`src/rtl/alu_issue_queue_pkg.sv`:
```
// Shared definitions for the ALU issue queue.
// Holds the opcode constants the queue cares about, the default physical
// register tag width, the per-entry payload struct and a helper that tells
// whether an opcode takes its second operand from the immediate.
package alu_pkg;

    localparam int PREG_W = 6;

    localparam logic [6:0] OP_RTYPE = 7'b0110011;
    localparam logic [6:0] OP_ITYPE = 7'b0010011;
    localparam logic [6:0] OP_LOAD  = 7'b0000011;
    localparam logic [6:0] OP_STORE = 7'b0100011;

    // Payload of one queue entry; valid/ready bits live in separate vectors
    // because they are control state and are the only bits that get reset.
    typedef struct packed {
        logic [6:0]        opcode;
        logic [2:0]        func3;
        logic [6:0]        func7;
        logic [PREG_W-1:0] ps1;
        logic [PREG_W-1:0] ps2;
        logic [PREG_W-1:0] pd;
        logic [31:0]       imm;
    } iq_entry_t;

    // ALU-immediate and load ops read imm instead of rs2.
    function automatic logic uses_imm(input logic [6:0] op);
        return (op == OP_ITYPE) || (op == OP_LOAD);
    endfunction

endpackage

```
`src/rtl/alu_issue_queue_if.sv`:
```
// Bundle between dispatch/writeback/ALU and the issue queue.
// master: the environment (dispatch, writeback broadcast, ALU stage, flush)
// slave : the issue queue itself
// Signals: flush, disp_* (dispatch request + disp_ready), wb_* (wakeup
// broadcast), iss_* (selected micro-op + iss_ready), count (population).
interface alu_issue_queue_if
    import alu_pkg::*;
#(
    parameter int DEPTH  = 8,
    parameter int PREG_W = alu_pkg::PREG_W
);
    localparam int CNT_W = $clog2(DEPTH) + 1;

    logic              flush;
    logic              disp_valid;
    logic              disp_ready;
    logic [6:0]        disp_opcode;
    logic [2:0]        disp_func3;
    logic [6:0]        disp_func7;
    logic [PREG_W-1:0] disp_ps1;
    logic [PREG_W-1:0] disp_ps2;
    logic [PREG_W-1:0] disp_pd;
    logic [31:0]       disp_imm;
    logic              disp_rs1_rdy;
    logic              disp_rs2_rdy;
    logic              wb_valid;
    logic [PREG_W-1:0] wb_pd;
    logic              iss_valid;
    logic              iss_ready;
    logic [6:0]        iss_opcode;
    logic [2:0]        iss_func3;
    logic [6:0]        iss_func7;
    logic [PREG_W-1:0] iss_ps1;
    logic [PREG_W-1:0] iss_ps2;
    logic [PREG_W-1:0] iss_pd;
    logic [31:0]       iss_imm;
    logic [CNT_W-1:0]  count;

    modport master (
        output flush, disp_valid, disp_opcode, disp_func3, disp_func7,
               disp_ps1, disp_ps2, disp_pd, disp_imm, disp_rs1_rdy, disp_rs2_rdy,
               wb_valid, wb_pd, iss_ready,
        input  disp_ready, iss_valid, iss_opcode, iss_func3, iss_func7,
               iss_ps1, iss_ps2, iss_pd, iss_imm, count
    );

    modport slave (
        input  flush, disp_valid, disp_opcode, disp_func3, disp_func7,
               disp_ps1, disp_ps2, disp_pd, disp_imm, disp_rs1_rdy, disp_rs2_rdy,
               wb_valid, wb_pd, iss_ready,
        output disp_ready, iss_valid, iss_opcode, iss_func3, iss_func7,
               iss_ps1, iss_ps2, iss_pd, iss_imm, count
    );

endinterface

```
`src/rtl/alu_issue_queue_age_matrix.sv`:
```
// Age matrix for oldest-first selection.
// Ports: clk, reset; wr_en/wr_idx mark the slot being allocated this cycle;
// valid is the current occupancy; req is the ready vector; grant is one-hot
// (or zero) marking the oldest requesting slot.
// old[i][j]=1 means slot i is older than slot j.
module iq_age_matrix
    import alu_pkg::*;
#(
    parameter int DEPTH = 8,
    parameter int IDX_W = (DEPTH > 1) ? $clog2(DEPTH) : 1
) (
    input  logic             clk,
    input  logic             reset,
    input  logic             wr_en,
    input  logic [IDX_W-1:0] wr_idx,
    input  logic [DEPTH-1:0] valid,
    input  logic [DEPTH-1:0] req,
    output logic [DEPTH-1:0] grant
);
    logic [DEPTH-1:0] old [DEPTH];
    logic [DEPTH-1:0] blocked;

    // A new entry is younger than everything currently held. Stale bits
    // in rows/columns of empty slots never matter: they are masked by req
    // and the row is cleared when the slot is reused.
    always_ff @(posedge clk) begin
        if (reset) begin
            for (int i = 0; i < DEPTH; i++) old[i] <= '0;
        end else if (wr_en) begin
            old[wr_idx] <= '0;
            for (int j = 0; j < DEPTH; j++) begin
                if (valid[j] && (j != int'(wr_idx))) old[j][wr_idx] <= 1'b1;
            end
        end
    end

    // A requester wins if no other requester is older than it.
    always_comb begin
        blocked = '0;
        for (int i = 0; i < DEPTH; i++) begin
            for (int j = 0; j < DEPTH; j++) begin
                if (req[j] && old[j][i]) blocked[i] = 1'b1;
            end
        end
    end

    assign grant = req & ~blocked;

endmodule

```
`src/rtl/alu_issue_queue.sv`:
```
// Out-of-order issue queue in front of the single integer ALU.
// Ports: clk, reset (sync, active-high) and an alu_issue_queue_if slave
// carrying dispatch, writeback wakeup, issue handshake, flush and count.
// Entries track source readiness by physical tag, wake on writeback, and
// the oldest fully-ready entry is presented combinationally on iss_*.
module alu_issue_queue
    import alu_pkg::*;
#(
    parameter int DEPTH  = 8,
    parameter int PREG_W = alu_pkg::PREG_W
) (
    input  logic            clk,
    input  logic            reset,
    alu_issue_queue_if.slave bus
);
    localparam int IDX_W = (DEPTH > 1) ? $clog2(DEPTH) : 1;
    localparam int CNT_W = $clog2(DEPTH) + 1;

    iq_entry_t        ent [DEPTH];
    iq_entry_t        sel;
    logic [DEPTH-1:0] valid, rdy1, rdy2, wake1, wake2, req, grant;
    logic [CNT_W-1:0] count_q;
    logic [IDX_W-1:0] alloc_idx;
    logic             alloc_found, accept, fire, any_req, wb_live;
    logic             new_rdy1, new_rdy2;

    // disp_ready depends on registered count only, so an issue in the same
    // cycle never frees room for a same-cycle dispatch.
    assign bus.disp_ready = (count_q < CNT_W'(DEPTH));
    assign bus.count      = count_q;

    // Tag 0 is the zero register and is never "written back".
    assign wb_live = bus.wb_valid && (bus.wb_pd != '0);

    always_comb begin
        alloc_idx   = '0;
        alloc_found = 1'b0;
        for (int i = 0; i < DEPTH; i++) begin
            if (!valid[i] && !alloc_found) begin
                alloc_idx   = IDX_W'(i);
                alloc_found = 1'b1;
            end
        end
    end

    always_comb begin
        wake1 = '0;
        wake2 = '0;
        for (int i = 0; i < DEPTH; i++) begin
            wake1[i] = wb_live && (ent[i].ps1 == bus.wb_pd);
            wake2[i] = wb_live && (ent[i].ps2 == bus.wb_pd);
        end
    end

    // Write-time readiness includes a bypass of this cycle's broadcast.
    assign new_rdy1 = bus.disp_rs1_rdy || (bus.disp_ps1 == '0) ||
                      (bus.wb_valid && (bus.wb_pd == bus.disp_ps1));
    assign new_rdy2 = bus.disp_rs2_rdy || (bus.disp_ps2 == '0) ||
                      (bus.wb_valid && (bus.wb_pd == bus.disp_ps2)) ||
                      uses_imm(bus.disp_opcode);

    assign req     = valid & rdy1 & rdy2;
    assign any_req = |req;
    assign accept  = bus.disp_valid && bus.disp_ready && alloc_found && !bus.flush;
    assign fire    = any_req && bus.iss_ready && !bus.flush;

    iq_age_matrix #(.DEPTH(DEPTH), .IDX_W(IDX_W)) u_age (
        .clk    (clk),
        .reset  (reset),
        .wr_en  (accept),
        .wr_idx (alloc_idx),
        .valid  (valid),
        .req    (req),
        .grant  (grant)
    );

    // grant is one-hot or zero, so sel falls back to all-zero when idle.
    always_comb begin
        sel = '0;
        for (int i = 0; i < DEPTH; i++) begin
            if (grant[i]) sel = ent[i];
        end
    end

    assign bus.iss_valid  = any_req;
    assign bus.iss_opcode = sel.opcode;
    assign bus.iss_func3  = sel.func3;
    assign bus.iss_func7  = sel.func7;
    assign bus.iss_ps1    = sel.ps1;
    assign bus.iss_ps2    = sel.ps2;
    assign bus.iss_pd     = sel.pd;
    assign bus.iss_imm    = sel.imm;

    always_ff @(posedge clk) begin
        if (reset || bus.flush) begin
            valid   <= '0;
            rdy1    <= '0;
            rdy2    <= '0;
            count_q <= '0;
        end else begin
            rdy1  <= rdy1 | wake1;
            rdy2  <= rdy2 | wake2;
            valid <= valid & ~(fire ? grant : '0);
            if (accept) begin
                valid[alloc_idx] <= 1'b1;
                rdy1[alloc_idx]  <= new_rdy1;
                rdy2[alloc_idx]  <= new_rdy2;
            end
            count_q <= count_q + CNT_W'(accept) - CNT_W'(fire);
        end
    end

    // Payload storage carries no reset; it is only observed through valid.
    always_ff @(posedge clk) begin
        if (accept) begin
            ent[alloc_idx] <= '{opcode: bus.disp_opcode, func3: bus.disp_func3,
                                func7: bus.disp_func7, ps1: bus.disp_ps1,
                                ps2: bus.disp_ps2, pd: bus.disp_pd,
                                imm: bus.disp_imm};
        end
    end

endmodule

```
`src/flat_wrapper.sv`:
```
// flat-port wrapper written by rule: the top's interface ports become plain ports
module alu_issue_queue_flat import alu_pkg::*;
#(
    parameter int DEPTH  = 8,
    parameter int PREG_W = alu_pkg::PREG_W
)
  (clk, reset, bus_flush, bus_disp_valid, bus_disp_opcode, bus_disp_func3, bus_disp_func7, bus_disp_ps1, bus_disp_ps2, bus_disp_pd, bus_disp_imm, bus_disp_rs1_rdy, bus_disp_rs2_rdy, bus_wb_valid, bus_wb_pd, bus_iss_ready, bus_disp_ready, bus_iss_valid, bus_iss_opcode, bus_iss_func3, bus_iss_func7, bus_iss_ps1, bus_iss_ps2, bus_iss_pd, bus_iss_imm, bus_count);
  alu_issue_queue_if #(.DEPTH(DEPTH), .PREG_W(PREG_W)) bus_i ();
  input  logic clk;
  input  logic reset;
  input wire logic [$bits(bus_i.flush)-1:0] bus_flush;
  input wire logic [$bits(bus_i.disp_valid)-1:0] bus_disp_valid;
  input wire logic [$bits(bus_i.disp_opcode)-1:0] bus_disp_opcode;
  input wire logic [$bits(bus_i.disp_func3)-1:0] bus_disp_func3;
  input wire logic [$bits(bus_i.disp_func7)-1:0] bus_disp_func7;
  input wire logic [$bits(bus_i.disp_ps1)-1:0] bus_disp_ps1;
  input wire logic [$bits(bus_i.disp_ps2)-1:0] bus_disp_ps2;
  input wire logic [$bits(bus_i.disp_pd)-1:0] bus_disp_pd;
  input wire logic [$bits(bus_i.disp_imm)-1:0] bus_disp_imm;
  input wire logic [$bits(bus_i.disp_rs1_rdy)-1:0] bus_disp_rs1_rdy;
  input wire logic [$bits(bus_i.disp_rs2_rdy)-1:0] bus_disp_rs2_rdy;
  input wire logic [$bits(bus_i.wb_valid)-1:0] bus_wb_valid;
  input wire logic [$bits(bus_i.wb_pd)-1:0] bus_wb_pd;
  input wire logic [$bits(bus_i.iss_ready)-1:0] bus_iss_ready;
  output wire logic [$bits(bus_i.disp_ready)-1:0] bus_disp_ready;
  output wire logic [$bits(bus_i.iss_valid)-1:0] bus_iss_valid;
  output wire logic [$bits(bus_i.iss_opcode)-1:0] bus_iss_opcode;
  output wire logic [$bits(bus_i.iss_func3)-1:0] bus_iss_func3;
  output wire logic [$bits(bus_i.iss_func7)-1:0] bus_iss_func7;
  output wire logic [$bits(bus_i.iss_ps1)-1:0] bus_iss_ps1;
  output wire logic [$bits(bus_i.iss_ps2)-1:0] bus_iss_ps2;
  output wire logic [$bits(bus_i.iss_pd)-1:0] bus_iss_pd;
  output wire logic [$bits(bus_i.iss_imm)-1:0] bus_iss_imm;
  output wire logic [$bits(bus_i.count)-1:0] bus_count;
  assign bus_i.flush = bus_flush;
  assign bus_i.disp_valid = bus_disp_valid;
  assign bus_i.disp_opcode = bus_disp_opcode;
  assign bus_i.disp_func3 = bus_disp_func3;
  assign bus_i.disp_func7 = bus_disp_func7;
  assign bus_i.disp_ps1 = bus_disp_ps1;
  assign bus_i.disp_ps2 = bus_disp_ps2;
  assign bus_i.disp_pd = bus_disp_pd;
  assign bus_i.disp_imm = bus_disp_imm;
  assign bus_i.disp_rs1_rdy = bus_disp_rs1_rdy;
  assign bus_i.disp_rs2_rdy = bus_disp_rs2_rdy;
  assign bus_i.wb_valid = bus_wb_valid;
  assign bus_i.wb_pd = bus_wb_pd;
  assign bus_i.iss_ready = bus_iss_ready;
  assign bus_disp_ready = bus_i.disp_ready;
  assign bus_iss_valid = bus_i.iss_valid;
  assign bus_iss_opcode = bus_i.iss_opcode;
  assign bus_iss_func3 = bus_i.iss_func3;
  assign bus_iss_func7 = bus_i.iss_func7;
  assign bus_iss_ps1 = bus_i.iss_ps1;
  assign bus_iss_ps2 = bus_i.iss_ps2;
  assign bus_iss_pd = bus_i.iss_pd;
  assign bus_iss_imm = bus_i.iss_imm;
  assign bus_count = bus_i.count;
  alu_issue_queue #(.DEPTH(DEPTH), .PREG_W(PREG_W)) u_core (.clk(clk), .reset(reset), .bus(bus_i));
endmodule
```
`config.mk`:
```
export PLATFORM = sky130hd
export DESIGN_NAME = alu_issue_queue_flat
export DESIGN_NICKNAME = d
export VERILOG_FILES = /design/src/rtl/alu_issue_queue_pkg.sv /design/src/rtl/alu_issue_queue_if.sv /design/src/rtl/alu_issue_queue_age_matrix.sv /design/src/rtl/alu_issue_queue.sv /design/src/flat_wrapper.sv
export SDC_FILE = /design/constraint.sdc
export NUM_CORES = 1
export LEC_CHECK = 0
export CAP_MARGIN = 20
export CORE_MARGIN = 4
export CORE_UTILIZATION = 45
export DETAILED_ROUTE_END_ITERATION = 16
export PLACE_DENSITY = 0.6
export SLEW_MARGIN = 10
export SYNTH_ARGS = -nofsm -noshare
export SYNTH_HDL_FRONTEND = slang
export SYNTH_SLANG_ARGS = --single-unit
export TNS_END_PERCENT = 100
```
`constraint.sdc`:
```
create_clock -name clk -period 5.8 [get_ports clk]
set_input_delay 1.16 -clock clk [delete_from_list [all_inputs] [get_ports clk]]
set_output_delay 1.16 -clock clk [all_outputs]
set_load 0.01 [all_outputs]
```
Word level (Yosys, flattened, before mapping)
Memories as Yosys holds them, arrays and structs flattened.
Index checks and enable logic that the tools add are counted.
{"block": "op_classes", "magnitude_cmp": 3, "bitwise": 73, "n_reduce_logical": 130, "add_sub_neg": 2, "mux": 197, "eq_ne": 27}
{"operator": "$mux 67", "n": 8}
{"operator": "$mux 1", "n": 168}
{"operator": "$eq 6x6->1", "n": 18}
{"operator": "$logic_and 1x1->1", "n": 104}
{"operator": "$mux 8", "n": 12}
{"operator": "$or 1x1->1", "n": 64}
{"operator": "$and 8x8->8", "n": 4}
{"operator": "$or 8x8->8", "n": 3}
{"operator": "$mux 3", "n": 6}
{"operator": "$bwmux 8", "n": 2}
{"operator": "$not 8->8", "n": 2}
{"operator": "$logic_not 1->1", "n": 14}
{"operator": "$logic_not 6->1", "n": 2}
{"operator": "$ne 3x3->1 const A", "n": 4}
{"operator": "$reduce_or 8->1", "n": 1}
{"operator": "$eq 7x2->1 const B", "n": 1}
{"operator": "$eq 7x5->1 const B", "n": 1}
{"operator": "$logic_or 1x1->1", "n": 7}
{"operator": "$ne 2x3->1 const A", "n": 2}
{"operator": "$reduce_bool 6->1", "n": 1}
{"operator": "$add 4x1->4", "n": 1}
{"operator": "$lt 3x4->1 const B", "n": 1}
{"operator": "$lt 4x4->1 const B", "n": 1}
{"operator": "$sub 4x1->4", "n": 1}
{"operator": "4 further kinds", "n": 4}
{"block": "word_totals", "word_cells": 438, "memories": 2, "ram_bits": 600, "register_bits": 28}
{"name": "u_core.ent", "words": 8, "word_bits": 67, "read_ports": 8, "rd_clocked_by_memory_dff": 0, "write_ports": 1, "line_no": "alu_issue_queue.sv:19", "text": "iq_entry_t ent [DEPTH];"}
{"name": "u_core.u_age.old", "words": 8, "word_bits": 8, "read_ports": 8, "rd_clocked_by_memory_dff": 0, "write_ports": 9, "line_no": "alu_issue_queue_age_matrix.sv:20", "text": "logic [DEPTH-1:0] old [DEPTH];"}

Depth between registers and ports, before layout
{"block": "logic_depth", "depth_word": 28, "ltp_mapped": 13}

By module
A second synthesis with hierarchy kept.
{"block": "unflattened", "hier_cells": 1900, "hier_area_um2": 26033.7}
{"module": "alu_issue_queue", "cells_per_inst": 1637, "seq_area_each_um2": 16656.0, "instances": 1, "area_per_inst_um2": 23485.0}
{"module": "iq_age_matrix", "cells_per_inst": 263, "seq_area_each_um2": 1281.2, "instances": 1, "area_per_inst_um2": 2548.7}

Worst setup path before layout
OpenSTA, ideal clock, no wires.
{"block": "synth_path", "path_type": "input-to-reg", "start": "input port bus_flush", "end": "memory u_core.ent[2][0] (netlist bit) (enable)", "setup_slack_ps": 1386, "arrival_time_ps": 3957, "path_stages": 5, "path_buffers": 1, "path_cell_list": "nor2_1 o211ai_2 or3_1 inv_1 buf_1"}
{"block": "synth_via", "elab_chain_len": 4}
{"item": "start, declared", "line_no": "flat_wrapper.sv:11", "text": "input wire logic [$bits(bus_i.flush)-1:0] bus_flush;"}
{"item": "$logic_not 1->1", "line_no": "alu_issue_queue.sv:64", "text": "assign accept = bus.disp_valid && bus.disp_ready && alloc_found && !bus.flush;"}
{"item": "$logic_and 1x1->1", "line_no": "alu_issue_queue.sv:64"}
{"item": "$mux 1", "line_no": "alu_issue_queue.sv:115", "text": "if (accept) begin"}
{"item": "$mux 1 (not written as such)", "line_no": "alu_issue_queue.sv:116", "text": "ent[alloc_idx] <= '{opcode: bus.disp_opcode, func3: bus.disp_func3,"}
{"item": "end, declared", "line_no": "alu_issue_queue.sv:19"}
No other way between the ends.

Worst setup path after layout
{"block": "layout_path", "start": "register u_core.valid[2]", "end": "output port bus_iss_imm[16]"}
{"block": "layout_via", "elab_chain_len": 19, "word_cells_on_any_way": 68}
{"item": "start, declared", "line_no": "alu_issue_queue.sv:21", "text": "logic [DEPTH-1:0] valid, rdy1, rdy2, wake1, wake2, req, grant;"}
{"item": "start signal, assigned", "line_no": "alu_issue_queue.sv:103", "text": "valid <= valid & ~(fire ? grant : '0);"}
{"item": "$and 8x8->8 (*) (2 in a row)", "line_no": "alu_issue_queue.sv:62", "text": "assign req = valid & rdy1 & rdy2;"}
{"item": "$logic_and 1x1->1", "line_no": "alu_issue_queue_age_matrix.sv:42", "text": "if (req[j] && old[j][i]) blocked[i] = 1'b1;"}
{"item": "$mux 1 (6 in a row)", "line_no": "alu_issue_queue_age_matrix.sv:42"}
{"item": "$not 8->8", "line_no": "alu_issue_queue_age_matrix.sv:47", "text": "assign grant = req & ~blocked;"}
{"item": "$and 8x8->8 (*)", "line_no": "alu_issue_queue_age_matrix.sv:47"}
{"item": "$mux 67 (7 in a row)", "line_no": "alu_issue_queue.sv:81", "text": "if (grant[i]) sel = ent[i];"}
{"item": "$mux 67 (*)", "line_no": "alu_issue_queue.sv:81"}
{"item": "end, declared", "line_no": "flat_wrapper.sv:33", "text": "output wire logic [$bits(bus_i.iss_imm)-1:0] bus_iss_imm;"}
Every way passes the cells marked *; elsewhere a longest branch is shown, timed or not.

==> impl_metrics.tcl <==
set metrics [dict create \
    crit_chain "nand3_1, o2111a_2, nand2_4, nor3b_4, buf_4, a22oi_1, a31oi_1, clkdlybuf4s50_1" \
    final_common_cell "edfxtp_1" \
    antenna_found_initial 3 \
    synthFlopType "edfxtp_1" \
    port_buffers 153 \
    clkTransAtPathRegs_ps 60 \
    p_leak_uw 0.00992 \
    synth_edf_count 536 \
    synth-xor-area-share_pct 3.68 \
    dr.pass1.iters 6 \
    hold_class "flop to flop" \
    cp_max_fo 39 \
    place_ws_ps 655 \
    min_period_ps 5710 \
    synth_compound_area_share_pct 13.7 \
    ys_seq_area_share_pct 67.8 \
    final_antenna_net_count 0 \
    nFillCells 4822 \
    synth_seq_cells 628 \
    max-vdd-ir-drop_v 0.000226 \
    r2r_slack_ps 2140 \
    dp_hpwl_mm 45.2 \
    grt_max_degree 77 \
    yosys_warnings 0 \
    p_per_area_nw_per_um2 306 \
    mappedNetlistNets 2023 \
    synth-adder-area-share_pct 0.265 \
    cts_hold_buf 0 \
    path_buf_inv 2 \
    clock_path_buffers 3 \
    htreeDepth 3 \
    area_growth_pct 17.7 \
    p_total_uw 9500 \
    multi_input_area_um2 7770 \
    synth-simple-area-share_pct 11.4 \
    start_util_pct 45.7 \
    fin_ws_ps 92.8 \
    synthTopCellsByArea "edfxtp_1, dfxtp_1, nand4_1" \
    final_core_utilization_pct 53.7 \
    r2r-end "u_core.u_age.old[7][6]" \
    die_width_um 250 \
    worstPathRequired_ps 4640 \
    tns_ps 0 \
    drt_iter0_markers 2139 \
    mostFrequentLayoutCells "edfxtp_1, clkdlybuf4s50_1, nand3_1" \
    worstSetupPathType "flop to output pin" \
    min_to "u_core.u_age.old[5][5]" \
    synthCells 1937 \
    cp_top_family "buffers and inverters" \
    vias_per_cell 6.48 \
    synthArstFlopShare_pct 0 \
    synth_cell_types 61 \
    layout-drive-gt1-share_pct 8.93 \
    syn_area_um2 26400 \
    min_from "u_core.u_age.old[5][5]" \
    via_count 18500 \
    die_h_um 250 \
    endpoint_kind "output pin" \
    grt_pass1_wl_mm 120 \
    wire_per_inst_um 28.5 \
    grt_usage_pct 25.3 \
    avgSynthCellArea_um2 13.7 \
    clock.fmax_mhz 175 \
    synth_top_area_cell "edfxtp_1" \
    routed_wl_mm 81.5 \
    muxShareOfSynthArea_pct 0 \
    hold_viol 0 \
    num_rows 88 \
    first_global_vias 18600 \
    drc 0 \
    core_area_um2 57900 \
    grt_overflow 0 \
    gp_congestion 0.934 \
    reg2reg_from "u_core.valid[1]" \
    synth_top_cell_area_share_pct 60.9 \
    drv_slew 0 \
    fin_crit_sh_pct 98.4 \
    slew_headroom_pct 29.9 \
    rsz0062_at_grt "false" \
    clock_latency_ps 600 \
    cts.sinks 628 \
    min_delay_path_depth 2 \
    cts_tree "done" \
    skew_ps 28.0 \
    dieArea_um2 62700 \
    critPathSlowestCell "clkdlybuf4s50_1" \
    synth_top_family_by_area "compound AO/OA/AOI/OAI gates" \
    status "finished clean" \
    cp.arrival_ps 4550 \
    rr_worst_depth 8 \
    max_stage_delay_ps 630 \
    cap_violations 0 \
    tightest_slew_ps 1050 \
    report.final.setup_viol 0 \
    cts_root_buf "clkbuf_16" \
    start_kind "flop" \
    cts_buffers 68 \
    area.sequential_um2 17900 \
    layout.nets 2132 \
    io_pins 154 \
]
flip-flops by register name (all words and copies together) (netlist names):
| signal | count |
|---|---|
| u_core.bus.count | 4 |
| u_core.ent | 536 |
| u_core.rdy1 | 8 |
| u_core.rdy2 | 8 |
| u_core.u_age.old | 64 |
| u_core.valid | 8 |
logic make-up after synthesis:
family | Yosys count
flip-flops | 628
buffers and inverters | 203
adder cells (fa/ha/maj) | 5
AND/OR/NAND/NOR | 531
AO/OA/AOI/OAI | 459
XOR/XNOR | 111
power by group:
part	internal [µW]	switching [µW]	leakage [µW]
sequential	4930	11.8	0.00558
combinational	86.9	145	0.00323
clock	2600	1730	0.00110
total	7620	1890	0.00992
layer usage:
layer  vias to the layer above  routed length (µm)  global-route usage (%)  share of wire (%)
met1                      9388               34200                    35.3                 42
met3                       171                6830                    4.49                8.4
met2                       962               38000                    40.2                 47
met5                         -                   8                       0             0.0098
met4                         2                2470                    8.94                3.0
li1                       8009                   -                       -                  -
per-stage QoR:
stage / hold slack (ps) / std cells / instance area [µm²]
floorplan: 403 / 1937 / 26400
global placement: 414 / 2741 / 28900
detailed placement: 418 / 2741 / 28900
CTS: 427 / 2859 / 31100
global route: 461 / 2860 / 31100
finish: 430 / 2861 / 31100
how the worst max path moves through the flow:
stage	from	end	slack (ps)	depth (start not counted)
6_report	u_core.valid[2]	bus_iss_imm[16]	90	8
5_1_grt	u_core.valid[2]	bus_iss_imm[16]	30	8
4_1_cts	u_core.valid[7]	bus_iss_ps2[3]	30	7
3_5_place_dp	u_core.valid[7]	bus_iss_ps2[3]	650	7
3_3_place_gp	u_core.valid[7]	bus_iss_ps2[3]	760	7
2_1_floorplan	bus_flush	u_core.ent[2][0]	1390	5
final cells by class:
class	instances	area share, %
flip-flops and latches	628	57.7
clock buffers	88	6.32
inverters	33	0.450
well taps	765	3.08
multi-input cells	1106	25.0
diodes	2	0.0161
repair buffers	209	6.64
clock inverters	30	0.873
cells in the mapped netlist, types with 43 or more instances:
master,n
a21oi_1,43
a22o_1,64
a22oi_1,60
a31oi_1,60
clkbuf_1,113
dfxtp_1,92
edfxtp_1,536
nand2b_1,63
nand3_1,126
nand4_1,113
nor2_1,55
o221ai_1,59
o311a_1,59
or3_1,73
xnor2_1,71
repair_timing:
action                                  CTS  global route
endpoints found under the setup margin    0            16
buffers inserted                          0             0
hold endpoints to repair                  0             0
gates resized for setup                   0             3
worst register-to-register path, delay by kind of cell, from the launching register on:
family	cells	cell delay (ps)
compound gates	2	670
simple gates	4	1030
flops	1	660
buf+inv	2	1180
Power figures use the tool's default switching activity.
